--- config.mk ---
export PLATFORM = sky130hd
export DESIGN_NAME = seq_shifter
export DESIGN_NICKNAME = d
export VERILOG_FILES = /design/src/rtl/seq_shifter.sv
export SDC_FILE = /design/constraint.sdc
export NUM_CORES = 1
export LEC_CHECK = 0
export CORE_MARGIN = 5
export CORE_UTILIZATION = 42
export DETAILED_ROUTE_END_ITERATION = 16
export GPL_TIMING_DRIVEN = 0
export PLACE_DENSITY = 0.74
export SYNTH_ARGS = -nofsm -noshare
export SYNTH_HDL_FRONTEND = slang
export SYNTH_SLANG_ARGS = --single-unit
--- constraint.sdc ---
create_clock -name clk -period 1.17 [get_ports clk]
set_input_delay 0.2925 -clock clk [delete_from_list [all_inputs] [get_ports clk]]
set_output_delay 0.2925 -clock clk [all_outputs]
set_load 0.03 [all_outputs]
--- src/rtl/seq_shifter.sv ---
// -----------------------------------------------------------------------------
// seq_shifter
//
// Multi-cycle shift unit for the ALU datapath. The unit moves the operand by
// one bit position per clock, so a large shift amount costs cycles instead of
// a wide barrel shifter. The ALU controller pulses start and then waits for
// done.
//
// Modes (captured with start):
//   2'b00 SLL  logical left
//   2'b01 SRL  logical right
//   2'b10 SRA  arithmetic right (sign bit replicated)
//   2'b11 ROL  rotate left
//
// Parameters:
//   WIDTH    data width in bits, >= 2
//   SHAMT_W  shift-amount width, equal to $clog2(WIDTH)
//
// Ports:
//   clk        rising-edge clock
//   rst        synchronous, active-high reset; overrides every other input
//   start      request, sampled only while idle
//   a          operand, captured on accept
//   amt        shift amount 0..WIDTH-1, captured on accept
//   mode       shift mode, captured on accept
//   y          result; meaningful while done=1, held until the next accept
//   carry_out  last bit shifted or rotated out; 0 when amt=0
//   busy       high whenever the unit is not idle (SHIFT and DONE)
//   done       single-cycle completion pulse
// -----------------------------------------------------------------------------
module seq_shifter #(
    parameter int WIDTH   = 8,
    parameter int SHAMT_W = 3
) (
    input  logic               clk,
    input  logic               rst,
    input  logic               start,
    input  logic [WIDTH-1:0]   a,
    input  logic [SHAMT_W-1:0] amt,
    input  logic [1:0]         mode,
    output logic [WIDTH-1:0]   y,
    output logic               carry_out,
    output logic               busy,
    output logic               done
);

    typedef enum logic [1:0] {
        ST_IDLE  = 2'b00,
        ST_SHIFT = 2'b01,
        ST_DONE  = 2'b10
    } state_t;

    localparam logic [1:0] MODE_SLL = 2'b00;
    localparam logic [1:0] MODE_SRL = 2'b01;
    localparam logic [1:0] MODE_SRA = 2'b10;
    localparam logic [1:0] MODE_ROL = 2'b11;

    localparam logic [SHAMT_W-1:0] CNT_ZERO = {SHAMT_W{1'b0}};
    localparam logic [SHAMT_W-1:0] CNT_ONE  = {{(SHAMT_W-1){1'b0}}, 1'b1};

    state_t             state_r;
    logic [SHAMT_W-1:0] count_r;
    logic [1:0]         mode_r;
    logic [WIDTH-1:0]   y_r;
    logic               carry_r;
    logic               busy_r;
    logic               done_r;
    logic [WIDTH:0]     step_s;

    // One-position shift step. The MSB of the return value is the bit that
    // leaves the word; the remaining WIDTH bits are the shifted word.
    function automatic logic [WIDTH:0] shift_step(
        input logic [WIDTH-1:0] val,
        input logic [1:0]       md
    );
        logic [WIDTH:0] res;
        case (md)
            MODE_SLL: res = {val[WIDTH-1], val[WIDTH-2:0], 1'b0};
            MODE_SRL: res = {val[0], 1'b0, val[WIDTH-1:1]};
            MODE_SRA: res = {val[0], val[WIDTH-1], val[WIDTH-1:1]};
            MODE_ROL: res = {val[WIDTH-1], val[WIDTH-2:0], val[WIDTH-1]};
            default:  res = {1'b0, val};
        endcase
        return res;
    endfunction

    // Next shifted value of the working register under the latched mode.
    always_comb begin
        step_s = shift_step(y_r, mode_r);
    end

    // Control FSM together with the datapath registers and registered outputs.
    always_ff @(posedge clk) begin
        if (rst) begin
            state_r <= ST_IDLE;
            count_r <= CNT_ZERO;
            mode_r  <= MODE_SLL;
            y_r     <= {WIDTH{1'b0}};
            carry_r <= 1'b0;
            busy_r  <= 1'b0;
            done_r  <= 1'b0;
        end else begin
            case (state_r)
                ST_IDLE: begin
                    done_r <= 1'b0;
                    if (start) begin
                        y_r     <= a;
                        count_r <= amt;
                        mode_r  <= mode;
                        carry_r <= 1'b0;
                        busy_r  <= 1'b1;
                        if (amt == CNT_ZERO) begin
                            // Nothing to shift: report completion right away.
                            state_r <= ST_DONE;
                            done_r  <= 1'b1;
                        end else begin
                            state_r <= ST_SHIFT;
                        end
                    end else begin
                        busy_r <= 1'b0;
                    end
                end
                ST_SHIFT: begin
                    y_r     <= step_s[WIDTH-1:0];
                    carry_r <= step_s[WIDTH];
                    count_r <= count_r - CNT_ONE;
                    // The step that drains the counter is the final one.
                    if (count_r == CNT_ONE) begin
                        state_r <= ST_DONE;
                        done_r  <= 1'b1;
                    end else begin
                        state_r <= ST_SHIFT;
                    end
                end
                ST_DONE: begin
                    // start is deliberately ignored here; it does not queue.
                    state_r <= ST_IDLE;
                    done_r  <= 1'b0;
                    busy_r  <= 1'b0;
                end
                default: begin
                    state_r <= ST_IDLE;
                    done_r  <= 1'b0;
                    busy_r  <= 1'b0;
                end
            endcase
        end
    end

    assign y         = y_r;
    assign carry_out = carry_r;
    assign busy      = busy_r;
    assign done      = done_r;

endmodule
==> results of run 1 <==
-- registers in the layout, indices dropped and copies added (netlist names) --
register	flops
state_r	2
done	1
count_r	3
y	8
mode_r	2
busy	1
carry_out	1
-- layout make-up --
type                       count  share of cell area (%)
buffer                         8                    5.31
inverter                       4                   0.937
tap                           28                    2.19
clock buffer                   4                    2.27
timing repair buffer          37                    21.2
sequential                    18                    24.1
multi-input combinational     81                    44.0
-- timing repair --
item,in CTS,in global routing
resized for setup,84,11
pin swaps,6,5
cloned,1,2
buffers inserted,9,2
endpoints found under the setup margin,27,21
-- cell families (layout without fill, tap and decap cells) --
kind of cell	count (synthesis)	in the layout	share of synthesized area, %
adders and majority gates	2	2	2.45
buffers and inverters	12	53	5.15
muxes	6	6	5.89
DFF	18	18	35.3
AOI/OAI and AO/OA	26	27	25.0
xor gates and xnor gates	2	2	3.19
and+or+nand+nor	44	44	22.9
-- synth_stat cells, types with 2 or more instances --
library cell,count
a2111oi_2,2
a21oi_1,3
buf_2,3
clkbuf_1,3
dfxtp_1,18
ha_1,2
inv_1,4
mux2i_1,6
nand2_1,3
nand2b_1,3
nand3_1,7
nand3b_1,3
nor2_1,5
nor2b_1,3
nor3_1,15
o21ai_0,5
o41ai_2,5
-- path summary, 6_finish.rpt --
path	end	slack (ns)	cells after the start
worst max-delay path	y[2]$_SDFFE_PP0P_	-0.07	5
worst min-delay path	busy$_SDFFE_PP0N_	0.36	3
worst max register to register	y[2]$_SDFFE_PP0P_	-0.07	5
worst min register to register	count_r[1]$_SDFFE_PP0P_	0.48	2
-- worst reg2reg max path, delay by kind of cell, from the launching register on --
family                 cells  cell delay (ns)
buffers and inverters      2             0.30
flip-flops                 1             0.34
AND/OR/NAND/NOR            2             0.39
AO/OA/AOI/OAI              1             0.10
-- layer usage --
| metal | global-route usage (%) | vias up | routed length [um] |
|---|---|---|---|
| met3 | 5.01 | 11 | 314 |
| li1 | - | 502 | - |
| met2 | 28.9 | 51 | 1530 |
| met1 | 21.9 | 521 | 1300 |
| met5 | 0 | - | 0 |
| met4 | 7.77 | 0 | 64 |
-- power groups by stage --
| stage | clock network, mW | registers [mW] | logic, mW |
|---|---|---|---|
| finish | 0.401 | 0.760 | 0.702 |
| global route | 0.429 | 0.768 | 0.745 |
| CTS | 0.391 | 0.749 | 0.648 |
| detailed placement | 0 | 0.766 | 0.567 |
| global placement | 0 | 0.765 | 0.557 |
| floorplan | 0 | 0.831 | 0.303 |
-- metrics by stage --
step | hold WS [ns] | setup TNS, ns | util, % | cell area, um2 | std cells
2_1_floorplan | 0.432 | -0.0422 | - | 1090 | 110
3_5_place_dp | 0.456 | -4.09 | 60.8 | 1370 | 162
4_1_cts | 0.354 | -0.236 | 67.3 | 1520 | 176
6_report | 0.361 | -0.402 | 71.0 | 1600 | 180
3_3_place_gp | 0.442 | -3.70 | 60.8 | 1370 | 162
5_1_grt | 0.373 | -1.22 | 71.0 | 1600 | 180
==> flow_summary.ini, run 1 <==
[grt]
grt_max_degree = 11
grt_pass1_wl_mm = 4.77
antenna_found_initial = 0
grt_usage_pct = 17.9
overflow = 0
grt_pass1_vias = 1044

[pwr]
p_total_mw = 1.86
power.density_nw_per_um2 = 1160
pwr-share-comb_pct = 37.7
p_leak_nw = 0.647
p_int_mw = 1.22
peakVddDrop_v = 0.000982
p_switching_uw = 639
clkPwrFrac_pct = 21.5
switching_share_pct = 34.3
seq_power_share_pct = 40.8

[worst_setup_path]
slowest_stage = dfxtp_2
cp_cell_sequence = buf_6, nand2b_4, clkbuf_16, nor3_1, o41ai_2
end_kind = flip-flop
critPathTopFamily = simple AND/OR/NAND/NOR gates
critPathKind = flip-flop to flip-flop
critPathMaxFanout = 6
reg2reg_from = state_r[1]$_SDFFE_PP0P_
cp.arrival_ns = 1.43
crit_required_ns = 1.35
path_buf_inv = 2
max_stage_delay_ns = 0.34
critPathLaunchType = flip-flop
startpoint = state_r[1]$_SDFFE_PP0P_

[sta]
max_freq_mhz = 805
rsz0062_at_grt = true
setup_viol = 14
final.setup.worst_slack_ns = -0.0725
fin_crit_sh_pct = 106
hold_viol_final = 0
fin_skew_ns = 0.00832
relSlewSlack_pct = 63.7
finalCriticalPeriod_ns = 1.24
tightest_slew_ns = 0.544
slew_violations = 0

[finish]
seq_area_um2 = 385
multiInputGateArea_um2 = 704
layout-drive-gt1-share_pct = 47.4
final_cell_mix = 17 x buf_4, 13 x clkdlybuf4s50_1, 10 x nor3_1
diodes = 0
n_fill_cell = 174
syn2layout_area_growth_pct = 57.1
final_nets = 171
layout_commonest_cell = buf_4

[logic_synthesis]
synth.distinct_cells = 37
yosys.area.top_type = dfxtp_1
synth_flop_cell = dfxtp_1
avgSynthCellArea_um2 = 9.27
syn-num-nets = 128
synth_area_um2 = 1020
syn-instance-count = 110
synthTopCellsByArea = dfxtp_1 35%, o41ai_2 8.0%, nor3_1 7.4%
async_reset_ff_share_pct = 0
yosys_warnings = 0
synth_top_cell_area_share_pct = 35.3
ys_ff_latch = 18
synth-edff-count = 0
ys_seq_area_share_pct = 35.3

[drt]
route.detailed.drc = 0
detail_route.wirelength_mm = 3.21
wire_per_inst_um = 17.8
drt_pass1_iterations = 4
viasPerCell = 6.03
dr_total_vias = 1085
ant_nets = 0
drtIter0Drc = 37

[floorplanning]
core_um2 = 2250
die_y_um = 59.3
dieArea_um2 = 3510
start_util_pct = 45.2
die_w_um = 59.3
io_pins = 27
rows = 17

[placed_design]
place_ws_ns = -0.254
gp_congestion = 0.796
portBuffers = 24
dp_hpwl_mm = 1.94

[cts]
hold_buffers = 0
cts_sinks = 18
clockBufferDepth = 2
htreeDepth = 1
root_buffer = clkbuf_4
clkLatencyLatePin_ns = 0.31
path_clk_slew_ns = 0.11
cts_buffers = 3
cts_tree = yes

[run_status]
status = finished, violations left
violations = setup timing

[hold_path]
hold_path_class = input pin to flip-flop
worstHoldStart = start

[flow_run]
cap_violations = 0
Power figures use the tool's default switching activity.
==> inputs of run 2 (changes only) <==
--- a/config.mk
+++ b/config.mk
@@ -8,7 +8,6 @@
 export CORE_MARGIN = 5
 export CORE_UTILIZATION = 42
 export DETAILED_ROUTE_END_ITERATION = 16
-export GPL_TIMING_DRIVEN = 0
 export PLACE_DENSITY = 0.74
 export SYNTH_ARGS = -nofsm -noshare
 export SYNTH_HDL_FRONTEND = slang
==> flow_summary.ini, run 2 (same netlist as run 1, synthesis figures left out) <==
[grt]
busiest_layer = met2
grt_max_degree = 11
met3_usage_pct = 4.14
grtUsageMet2_pct = 32.6
grt_pass1_wl_mm = 4.99
overflow = 0
grt_usage_pct = 18.4
antenna_found_initial = 0
grt_use_met1_pct = 22.9
grt_pass1_vias = 1086

[pwr]
pwr-share-comb_pct = 36.6
clkPwrFrac_pct = 21.7
power.density_nw_per_um2 = 1140
p_leak_nw = 0.652
peakVddDrop_v = 0.000794
switching_share_pct = 33.5
p_switching_uw = 607
p_total_mw = 1.81
seq_power_share_pct = 41.7
p_int_mw = 1.21

[floorplanning]
die_y_um = 59.3
dieArea_um2 = 3510
start_util_pct = 45.2
rows = 17
io_pins = 27
core_um2 = 2250
die_w_um = 59.3

[worst_setup_path]
critPathMaxFanout = 7
cp.arrival_ns = 1.38
worstRegToRegCells = 3
reg2reg_to = y[5]$_SDFFE_PP0P_
critPathLaunchType = flip-flop
end_kind = flip-flop
crit_required_ns = 1.37
reg2reg_from = mode_r[1]$_SDFFE_PP0P_
critPathKind = flip-flop to flip-flop
r2r_slack_ns = -0.009

[hold_path]
whs_endpoint = count_r[1]$_SDFFE_PP0P_
hold_depth = 2
hold_path_class = flip-flop to flip-flop
worstHoldStart = count_r[1]$_SDFFE_PP0P_

[drt]
drt_pass1_iterations = 4
detail_route.wirelength_mm = 2.87
viasPerCell = 5.49
dr_total_vias = 1011
drtIter0Drc = 30
route.detailed.drc = 0
ant_nets = 0
wire_per_inst_um = 15.6

[cts]
cts_tree = yes
cts_buffers = 3
root_buffer = clkbuf_4
cts_sinks = 18
clkLatencyLatePin_ns = 0.29
htreeDepth = 1
hold_buffers = 0
path_clk_slew_ns = 0.11
clockBufferDepth = 2

[placed_design]
dp.cells = 173
portBuffers = 26
gp_congestion = 0.744
dp_hpwl_mm = 2.09
place_ws_ns = -0.471

[sta]
hold_viol_final = 0
final.setup.worst_slack_ns = -0.00940
slew_violations = 0
rsz0062_at_grt = true
max_freq_mhz = 848
setup_viol = 5
relSlewSlack_pct = 81.6
fin_crit_sh_pct = 101
tightest_slew_ns = 0.275
fin_skew_ns = 0.00266
finalCriticalPeriod_ns = 1.18

[finish]
instances_no_fill = 184
multiInputGateArea_um2 = 684
syn2layout_area_growth_pct = 55.8
layout-drive-gt1-share_pct = 46.8
diodes = 0
final_cell_mix = 27 x buf_4, 14 x clkdlybuf4s50_1, 12 x nor3_1
largest_reg_flops = 8
final_nets = 175
layout_commonest_cell = buf_4
n_fill_cell = 193
seq_area_um2 = 388

[run_status]
violations = setup timing
status = finished, violations left

[flow_run]
cap_violations = 0
[run 2: cell types whose count changed in the layout (fill, tap and decap cells not counted), moves of 2 or more]
cell / previous run / this run
buf_4: 17 / 27
o21ai_0: 2 / 5
nor3_2: 5 / 3
clkbuf_8: 3 / 1
o21ai_1: 3 / 0
nor3_1: 10 / 12
buf_2: 4 / 0
buf_6: 5 / 7
[run 2: repair_timing]
action,4_1_cts,5_1_grt
endpoints found under the setup margin,21,21
buffers inserted,3,3
pin swaps,3,3
resized for setup,20,6
cloned,1,0
[run 2: layer usage]
layer / routed length, um / share of wire (%)
met5: 0 / 0
met4: 14 / 0.49
met3: 147 / 5.1
met2: 1510 / 53
met1: 1190 / 42
[run 2: cell type report]
class,count,area share [%]
well taps,28,2.20
repair buffers,49,27.1
inverters,4,0.945
flip-flops and latches,18,24.4
clock buffers,4,2.28
multi-input cells,81,43.1
[run 2: how the worst max path moves through the flow]
stage / to / slack [ns] / depth (start not counted) / startpoint
after floorplan: y[4]$_SDFFE_PP0P_ / -0.02 / 5 / state_r[1]$_SDFFE_PP0P_
after global routing: mode_r[1]$_SDFFE_PP0P_ / -0.09 / 4 / state_r[1]$_SDFFE_PP0P_
after detailed placement: mode_r[1]$_SDFFE_PP0P_ / -0.47 / 4 / start
after CTS: y[1]$_SDFFE_PP0P_ / -0.02 / 3 / mode_r[1]$_SDFFE_PP0P_
after global placement: y[5]$_SDFFE_PP0P_ / -0.42 / 4 / start
final: y[5]$_SDFFE_PP0P_ / -0.009 / 3 / mode_r[1]$_SDFFE_PP0P_
[run 2: critical path: stages (launching register included)]
cell,delay [ns]
dfxtp_4,0.40
xnor2_4,0.27
mux2i_1,0.14
a2111oi_2,0.28
[run 2: power by group through the flow]
| stage | registers [mW] | clock network, mW | logic [mW] |
|---|---|---|---|
| 6_report | 0.756 | 0.394 | 0.662 |
| 5_1_grt | 0.766 | 0.438 | 0.721 |
| 4_1_cts | 0.757 | 0.402 | 0.631 |
| 3_5_place_dp | 0.766 | 0 | 0.590 |
| 3_3_place_gp | 0.762 | 0 | 0.576 |
| 2_1_floorplan | 0.831 | 0 | 0.303 |
[run 2: per-stage QoR]
step | utilization, % | setup TNS, ns | hold slack, ns | area (um2)
global placement | 63.4 | -5.91 | 0.442 | 1430
global route | 70.5 | -0.893 | 0.497 | 1590
CTS | 68.5 | -0.0361 | 0.471 | 1550
detailed placement | 63.4 | -6.85 | 0.454 | 1430
floorplan | - | -0.0422 | 0.432 | 1090
finish | 70.5 | -0.0148 | 0.461 | 1590
==> inputs of run 3 (changes only) <==
==> constraint.sdc (replaced) <==
create_clock -name clk -period 1.17 [get_ports clk]
set_input_delay 0.117 -clock clk [delete_from_list [all_inputs] [get_ports clk]]
set_output_delay 0.117 -clock clk [all_outputs]
set_load 0.03 [all_outputs]
==> flow_summary.ini, run 3 (same netlist as run 1, synthesis figures left out) <==
[run_status]
status = finished, violations left
violations = setup timing

[worst_setup_path]
worstRegToRegCells = 4
r2r_slack_ns = -0.04
critPathKind = flip-flop to flip-flop
end_kind = flip-flop
cp_cell_sequence = xnor2_4, buf_6, nand3_2, a311oi_2
reg2reg_from = mode_r[1]$_SDFFE_PP0P_
path_depth = 4
critPathTopFamily = flip-flops
cp.arrival_ns = 1.43
max_stage_delay_ns = 0.39
reg2reg_to = y[7]$_SDFFE_PP0P_
path_buf_inv = 1
crit_required_ns = 1.39
critPathMaxFanout = 5
slowest_stage = dfxtp_4
critPathLaunchType = flip-flop

[cts]
cts_sinks = 18
cts_tree = yes
htreeDepth = 1
cts_buffers = 3
path_clk_slew_ns = 0.10
clkLatencyLatePin_ns = 0.30
hold_buffers = 0
root_buffer = clkbuf_4
clockBufferDepth = 2

[pwr]
power.density_nw_per_um2 = 1100
peakVddDrop_v = 0.000828
p_leak_nw = 0.675

[grt]
grt_max_degree = 17
antenna_found_initial = 0
overflow = 0
grt_usage_pct = 19.5
grt_pass1_wl_mm = 5.16
grt_pass1_vias = 1058

[hold_path]
hold_depth = 3
hold_path_class = input pin to flip-flop
worstHoldStart = start
whs_endpoint = busy$_SDFFE_PP0N_

[finish]
multiInputGateArea_um2 = 744
final_cell_mix = 27 x buf_4, 14 x clkdlybuf4s50_1, 11 x nor3_1, 11 x dfxtp_1, 6 x nand3_1
instances_no_fill = 185
layout-drive-gt1-share_pct = 48.4
layout_commonest_cell = buf_4
n_fill_cell = 172
syn2layout_area_growth_pct = 61.6
diodes = 0
final_nets = 177
largest_reg_flops = 8
seq_area_um2 = 379

[drt]
ant_nets = 0
viasPerCell = 5.95
drt_pass1_iterations = 4
wire_per_inst_um = 19.1
dr_total_vias = 1101
route.detailed.drc = 0
detail_route.wirelength_mm = 3.54
drtIter0Drc = 27

[floorplanning]
start_util_pct = 45.2
dieArea_um2 = 3510
die_y_um = 59.3
rows = 17
io_pins = 27
core_um2 = 2250
die_w_um = 59.3

[sta]
hold_viol_final = 0
slew_violations = 0
final.setup.worst_slack_ns = -0.0439
rsz0062_at_grt = true
finalCriticalPeriod_ns = 1.21
fin_crit_sh_pct = 104
fin_skew_ns = 0.00304
max_freq_mhz = 824
hold_slack_ns = 0.238
tightest_slew_ns = 0.298
relSlewSlack_pct = 80.2
setup_viol = 9

[placed_design]
gp_congestion = 0.858
portBuffers = 26
dp.cells = 175
dp_hpwl_mm = 2.09

[flow_run]
cap_violations = 0
run 3: cell count changes in the layout (fill, tap and decap cells not counted), moves of 2 or more:
cell	before	now
o21ai_0	5	2
dfxtp_1	6	11
nor2b_4	0	2
clkdlybuf4s15_1	0	2
nand2b_4	1	3
buf_6	7	5
o21ai_1	0	2
dfxtp_2	7	3
run 3: area by class of cell:
cell class / instances / share of cell area, %
multi-input combinational: 82 / 45.2
tap: 28 / 2.13
timing repair buffer: 50 / 27.4
sequential: 18 / 23.0
inverter: 4 / 0.911
clock buffer: 3 / 1.37
run 3: where the power goes:
group	switching (mW)	internal, mW	leakage, nW
sequential	0.0907	0.675	0.152
combinational	0.370	0.368	0.508
clock	0.195	0.120	0.0138
run 3: worst register-to-register path: cells and delay by family (launching register included):
| family | cells | cell delay (ns) |
|---|---|---|
| AOI/OAI and AO/OA | 1 | 0.26 |
| xor gates and xnor gates | 1 | 0.25 |
| buffers and inverters | 1 | 0.15 |
| DFF | 1 | 0.39 |
| and+or+nand+nor | 1 | 0.09 |
run 3: timing repair:
item                                    4_1_cts  5_1_grt
gates cloned                                  1        1
buffers inserted                              3        2
endpoints found under the setup margin       10       17
pin swaps                                     5        7
resized for setup                            19       22
run 3: worst max path at each step:
stage | slack [ns] | startpoint | to
2_1_floorplan | -0.04 | state_r[0]$_SDFFE_PP0P_ | mode_r[0]$_SDFFE_PP0P_
3_3_place_gp | -0.20 | start | y[5]$_SDFFE_PP0P_
3_5_place_dp | -0.22 | start | y[5]$_SDFFE_PP0P_
4_1_cts | -0.02 | mode_r[0]$_SDFFE_PP0P_ | y[6]$_SDFFE_PP0P_
5_1_grt | -0.12 | mode_r[1]$_SDFFE_PP0P_ | y[6]$_SDFFE_PP0P_
6_report | -0.04 | mode_r[1]$_SDFFE_PP0P_ | y[7]$_SDFFE_PP0P_
run 3: layer usage:
layer	routed length [um]	vias up	global-route usage, %
met2	1790	41	31.0
met4	118	0	7.44
met3	197	10	5.01
li1	-	508	-
met5	0	-	0
met1	1430	542	25.1
run 3: metrics by stage:
stage	area, um2	util [%]	setup WS [ns]	setup TNS (ns)	power [mW]
after floorplan	1050	-	-0.0376	-0.0935	1.11
after global placement	1420	63.2	-0.196	-2.26	1.34
after detailed placement	1420	63.2	-0.218	-2.75	1.36
after CTS	1540	68.5	-0.0167	-0.0354	1.72
after global routing	1650	73.1	-0.116	-1.02	1.91
final	1650	73.1	-0.0439	-0.213	1.82
